<file path="src/rtl/scs8hd_clkdiv_gen.sv">
// Programmable divide-by-N clock generator with a registered, glitch-free CLKOUT.
// Supports clean EN start/stop and a 4-phase divisor update handshake.
//
//   state | meaning
//   IDLE  | CLKOUT parked low, counter held at 0
//   RUN   | generating periods, EN high
//   STOP  | EN dropped mid-period; finishing the current period unchanged
module scs8hd_clkdiv_gen #(
    parameter int CNT_W       = 8,
    parameter int DEFAULT_DIV = 2
) (
    input  logic             CLK,
    input  logic             RESETB,
    input  logic             EN,
    input  logic             DIV_REQ,
    input  logic [CNT_W-1:0] DIV_VAL,
    output logic             DIV_ACK,
    output logic             CLKOUT,
    output logic             TICK,
    output logic             BUSY
);

    localparam logic [CNT_W-1:0] MIN_DIV = CNT_W'(2);
    localparam logic [CNT_W-1:0] RST_DIV = (DEFAULT_DIV < 2) ? MIN_DIV : CNT_W'(DEFAULT_DIV);

    typedef enum logic [1:0] {
        IDLE = 2'd0,
        RUN  = 2'd1,
        STOP = 2'd2
    } state_t;

    state_t           state, state_nxt;
    logic [CNT_W-1:0] cnt, cnt_nxt;
    logic [CNT_W-1:0] div_reg, div_nxt;
    logic [CNT_W-1:0] hi_len;
    logic             clkout_nxt;
    logic             tick_nxt;
    logic             ack_nxt;
    logic             end_of_period;
    logic             accept;

    function automatic logic [CNT_W-1:0] clamp_div(input logic [CNT_W-1:0] v);
        return (v < MIN_DIV) ? MIN_DIV : v;
    endfunction

    // ceil(N/2) without needing a wider adder
    assign hi_len        = (div_reg >> 1) + {{(CNT_W-1){1'b0}}, div_reg[0]};
    assign end_of_period = (state != IDLE) && (cnt == div_reg - CNT_W'(1));
    assign accept        = DIV_REQ && !DIV_ACK && ((state == IDLE) || end_of_period);

    always_comb begin
        state_nxt  = state;
        cnt_nxt    = '0;
        clkout_nxt = 1'b0;
        tick_nxt   = 1'b0;
        div_nxt    = div_reg;
        ack_nxt    = DIV_ACK;

        if (accept) begin
            div_nxt = clamp_div(DIV_VAL);
            ack_nxt = 1'b1;
        end else if (!DIV_REQ) begin
            ack_nxt = 1'b0;
        end

        case (state)
            IDLE: begin
                if (EN) begin
                    state_nxt  = RUN;
                    clkout_nxt = 1'b1;
                    tick_nxt   = 1'b1;
                end
            end
            RUN, STOP: begin
                if (end_of_period) begin
                    if (EN) begin
                        state_nxt  = RUN;
                        clkout_nxt = 1'b1;
                        tick_nxt   = 1'b1;
                    end else begin
                        state_nxt  = IDLE;
                    end
                end else begin
                    // a period in flight always completes, EN only picks the label
                    cnt_nxt    = cnt + CNT_W'(1);
                    clkout_nxt = (cnt_nxt < hi_len);
                    state_nxt  = EN ? RUN : STOP;
                end
            end
            default: begin
                state_nxt = IDLE;
            end
        endcase
    end

    always_ff @(posedge CLK) begin
        if (!RESETB) begin
            state   <= IDLE;
            cnt     <= '0;
            div_reg <= RST_DIV;
            CLKOUT  <= 1'b0;
            TICK    <= 1'b0;
            DIV_ACK <= 1'b0;
        end else begin
            state   <= state_nxt;
            cnt     <= cnt_nxt;
            div_reg <= div_nxt;
            CLKOUT  <= clkout_nxt;
            TICK    <= tick_nxt;
            DIV_ACK <= ack_nxt;
        end
    end

    assign BUSY = (state != IDLE);

endmodule

</file>
<file path="config.mk">
export PLATFORM = sky130hd
export DESIGN_NAME = scs8hd_clkdiv_gen
export DESIGN_NICKNAME = d
export VERILOG_FILES = /design/src/rtl/scs8hd_clkdiv_gen.sv
export SDC_FILE = /design/constraint.sdc
export NUM_CORES = 1
export LEC_CHECK = 0
export BUFFER_PORTS_ARGS = -buffer_cell sky130_fd_sc_hd__buf_2
export CAP_MARGIN = 20
export CORE_AREA = 5 5 56 58
export DETAILED_ROUTE_END_ITERATION = 10
export DIE_AREA = 0 0 61 63
export PLACE_DENSITY = 0.87
export SKIP_LAST_GASP = 1
export SLEW_MARGIN = 30
export SYNTH_ARGS = -nofsm -noshare
export SYNTH_HDL_FRONTEND = slang
export SYNTH_SLANG_ARGS = --single-unit
</file>
<file path="constraint.sdc">
create_clock -name CLK -period 5.8 [get_ports CLK]
set_input_delay 0.58 -clock CLK [delete_from_list [all_inputs] [get_ports CLK]]
set_output_delay 0.58 -clock CLK [all_outputs]
set_load 0.05 [all_outputs]
</file>
Word level (Yosys, flattened, before mapping)
Index checks and enable logic that the tools add are counted.

Bits in registers: 21. Output and inout bits: 4. Logic and storage cells: 40.

Add/sub/neg operators: 3. Order comparisons: 2. Eq/ne operators: 5. Mux-type cells: 13. Bitwise logic cells: 2. Reduce and logical (&&, ||, !) cells: 9.

Operators with widths (number): 7-bit by 1-bit adder with 8-bit output (1); 8-bit by 1-bit adder with 8-bit output (second input constant) (1); 8-bit equality test (1); 8-bit by 2-bit less-than comparator with 1-bit output (second input constant) (1); 8-bit less-than comparator (1); 8-bit 2-to-1 mux (1); 8-bit by 1-bit subtractor with 8-bit output (second input constant) (1); 1-bit 2-to-1 mux (6); 2-bit 2-to-1 mux (3); 1-bit one-hot mux with 2 select lines (2); 2-bit one-hot mux with 2 select lines (1); 1-bit logical AND (3); 3-bit OR reduction (1); 2-bit by 1-bit equality test with 1-bit output (second input constant) (1); 2-bit equality test (second input constant) (1); 2-bit logical NOT (1); 2-bit by 1-bit != test with 1-bit output (second input constant) (1); 2-bit != test (second input constant) (1); 1-bit NOT (2); 2-bit nonzero test (1); 2-bit OR reduction (1); 1-bit logical NOT (1); 1-bit logical OR (1).

Longest topological paths before layout
Depth in word-level cells: 6. Gate-level depth with buffers: 11. Gate-level depth less buffers: 11.

Worst setup path before layout
No wires, ideal clock.

Kind: flip-flop to flip-flop. From: reg div_reg[0]. To: reg cnt[2]. Library setup time: 0.121 ns. Data arrival time: 2.294 ns. Required time: 5.679 ns. Setup slack: 3.385 ns. Stages on the path, launching flop included: 11. Path through: dfxtp_1 -> buf_2 -> inv_1 -> ha_1 -> buf_2 -> o21bai_1 -> a2111oi_2 -> a311oi_2 -> a2111oi_4 -> a21o_1 -> nor2b_1.

Cells in the longest elaborated chain, start to end: 4.

RTL lines: start, declared (line 34) `logic [CNT_W-1:0] div_reg, div_nxt;`; start signal, assigned (line 107) `div_reg <= div_nxt;`; 8-bit by 1-bit subtractor with 8-bit output (line 48) `assign end_of_period = (state != IDLE) && (cnt == div_reg - CNT_W'(1));`; 8-bit equality test (line 48); 1-bit logical AND (line 48); 3-bit OR reduction (no line); end signal, assigned (line 106) `cnt <= cnt_nxt;`; end, declared (line 33) `logic [CNT_W-1:0] cnt, cnt_nxt;`.

No other way between the ends. A chain may end at the register's enable or synchronous reset.

Worst setup path after layout
From: reg div_reg[0]. To: reg cnt[5].

Same word-level chain as after synthesis.

==> impl_results.md <==
* Routability cong. at 0.815
* Status: completed
* IO Pins at 16
* Via density at approximately 5.7
* Placement Setup Slack at approximately 3.2 ns
* Max-slew violations at 0
* CP Class: flop to flop
* Final worst path period need at around 2.6 ns
* Post-CTS setup buffers at 0
* Clock sinks at 21
* Area Growth Syn to Fin at 6.48%
* Vias in the first global route at about 1200
* Synthesized area per cell at approximately 8.8 µm²
* Slew HR at 64.0%
* Final Power at between 0.0003 and 0.0004 W
* Clock Latency Late Sink at 0.31 ns
* Most area-consuming cells after synthesis: dfxtp_1 28%, ha_1 11%, xor2_1 7.1%, mux2i_1 6.1%, xnor2_1 5.3%
* Mapped Area at 1490 µm²
* Dominant cell type by area after synthesis: dfxtp_1
* Synth top area share at about 28%
* EDFF count, synth at 0
* # fillers at between 200 and 250
* Crit path launch type: flop
* Synth Warn # at 0
* Cell Rows at 19
* Initial antenna violation count at 0
* Hold buffer count at cts at 0
* Clk slew on worst S/H paths at ~0.12 ns
* Die height at 63 µm
* Seq/Total Area, Yosys at 28.3%
* GRT overflow at 0
* Synthesized instance count at 170
* Antenna Cells at 0
* Root Buffer: clkbuf_4
* Setup Skew at 0.0126 ns
* Synthesized Nets at between 150 and 200
* Pwr dens at between 200 and 250 nW/µm²
* Prevailing post-synth register cell: dfxtp_1
* Post-CTS sizing at 0
* DR vias at around 1200
* Crit share post-route at approximately 45%
* Post-route ant nets at 0
* Crit path arrival time at between 2 and 3 ns
* Nets at roughly 210
* DIE WIDTH at 61 µm
* Routed WL per cell at between 10 and 15 µm
* CP required at 6.00 ns
* Final Setup Violations at 0
* Port Buf Inserts at 15
* Most common cell after layout, fill and taps aside: dfxtp_1
* Initial Utilization at between 50% and 60%
* Synth cell types at 39
* HPWL after DPL at roughly 2400 µm
* Total track usage at between 10% and 20%
* Share of synthesized registers carrying an async set or reset at 0%
* DRC Markers at 0
* Seq cells post-synth at 21
* Hold Crit Class: primary input to flop
* Largest net degree at the start of global routing at 21
* DR iter-0 viols at 29
* H-Tree Level Count at 1
* Dpl cells at 207
* Final hold violations at 0
* Critical Path End Type: flop
* Unrepaired setup endpoints after global routing: no
* Setup TNS at 0 ns
* Ratio of cells with drive above 1 in the final layout at between 10% and 20%
* Inserted Clock Buffers at 3
* Max-capacitance violation count at 0
* Total die area at between 3000 and 4000 µm²
* Maximum clock rate at roughly 380 MHz
* Core ar. at around 2600 µm²
* Max Root-Sink Buffers at 2
* Routed wire length at between 2000 and 3000 µm
* CTS tree: built
* Leak at between 0.7 and 0.8 nW
* Maximum vdd ir drop at 0.000173 V
* Most frequent cells in the layout: 21 x dfxtp_1, 19 x nand2_1, 15 x buf_2, 13 x ha_1, 12 x xor2_1
* First-pass GRT wire length at 5250 µm
* 1st-pass router iterations at 4
* Crit Path Max Fanout at 8
* Tightest Pin Transition at approximately 0.54 ns
* Setup ws final at 3.17 ns
* Non-Filler Instances at about 210
## synth_stat cells, drive strengths merged (3+ instances only)
library cell  number
nor2              10
ha                13
nand2             19
inv               10
xor2              12
o21ai              3
nand3              9
xnor2              9
nor2b              9
clkbuf             5
and3               4
mux2i              9
buf                4
dfxtp             21
nor3               4
## layer usage
| metal | vias to the layer above | part of all wire, % | GRT usage (%) |
|---|---|---|---|
| met1 | 568 | 42 | 22.6 |
| met3 | 4 | 3.8 | 3.10 |
| met5 | - | 0 | 0 |
| met4 | 0 | 1.0 | 4.88 |
| met2 | 25 | 53 | 29.1 |
| li1 | 612 | - | - |
## final cells by class
| class | instances | area (µm²) | area share [%] |
|---|---|---|---|
| multi-input cells | 130 | 985 | 62.2 |
| flip-flops and latches | 21 | 420 | 26.5 |
| repair buffers | 15 | 75.1 | 4.74 |
| well taps | 31 | 38.8 | 2.45 |
| inverters | 10 | 37.5 | 2.37 |
| clock buffers | 3 | 22.5 | 1.42 |
| clock inverters | 1 | 5.00 | 0.316 |
## final timing paths
path / startpoint / endpoint / slack, ns / cells past startpoint
setup reg to reg: div_reg[0] / cnt[5] / 3.17 / 8
hold / removal: DIV_REQ / DIV_ACK / 0.50 / 2
hold reg to reg: cnt[0] / cnt[0] / 0.53 / 1
setup / recovery: div_reg[0] / cnt[5] / 3.17 / 8
## power breakdown
group | leakage [nW] | switching, W | internal, W
combinational | 0.537 | 0.0000515 | 0.0000384
sequential | 0.171 | 0.0000131 | 0.000152
clock | 0.0177 | 0.0000433 | 0.0000258
## cells by family (layout without fill, tap and decap cells)
kind of cell             count (synthesis)  after routing  share of synthesized area (%)
XOR/XNOR                                21             21                           12.4
AO/OA/AOI/OAI                           22             22                           14.2
AND/OR/NAND/NOR                         65             65                           22.6
flip-flops                              21             21                           28.3
adder cells (fa/ha/maj)                 13             13                           10.9
multiplexers                             9              9                           6.06
buffers and inverters                   19             29                           5.55
## worst max-delay path, cell delays in order (launching register included)
cell and delay [ns]:
dfxtp_1 0.49, inv_1 0.08, ha_1 0.31, o21bai_1 0.21, a2111oi_2 0.39, a311oi_2 0.09, a2111oi_4 0.54, a21o_1 0.33
nor2b_1 0.07
## metrics by stage
stage               area [µm²]  hold slack [ns]  util (%)
floorplan                 1490            0.459         -
global placement          1560            0.498      59.5
detailed placement        1560            0.503      59.5
CTS                       1580            0.488      60.6
global route              1580            0.492      60.6
finish                    1580            0.496      60.6
Power figures use the tool's default switching activity.
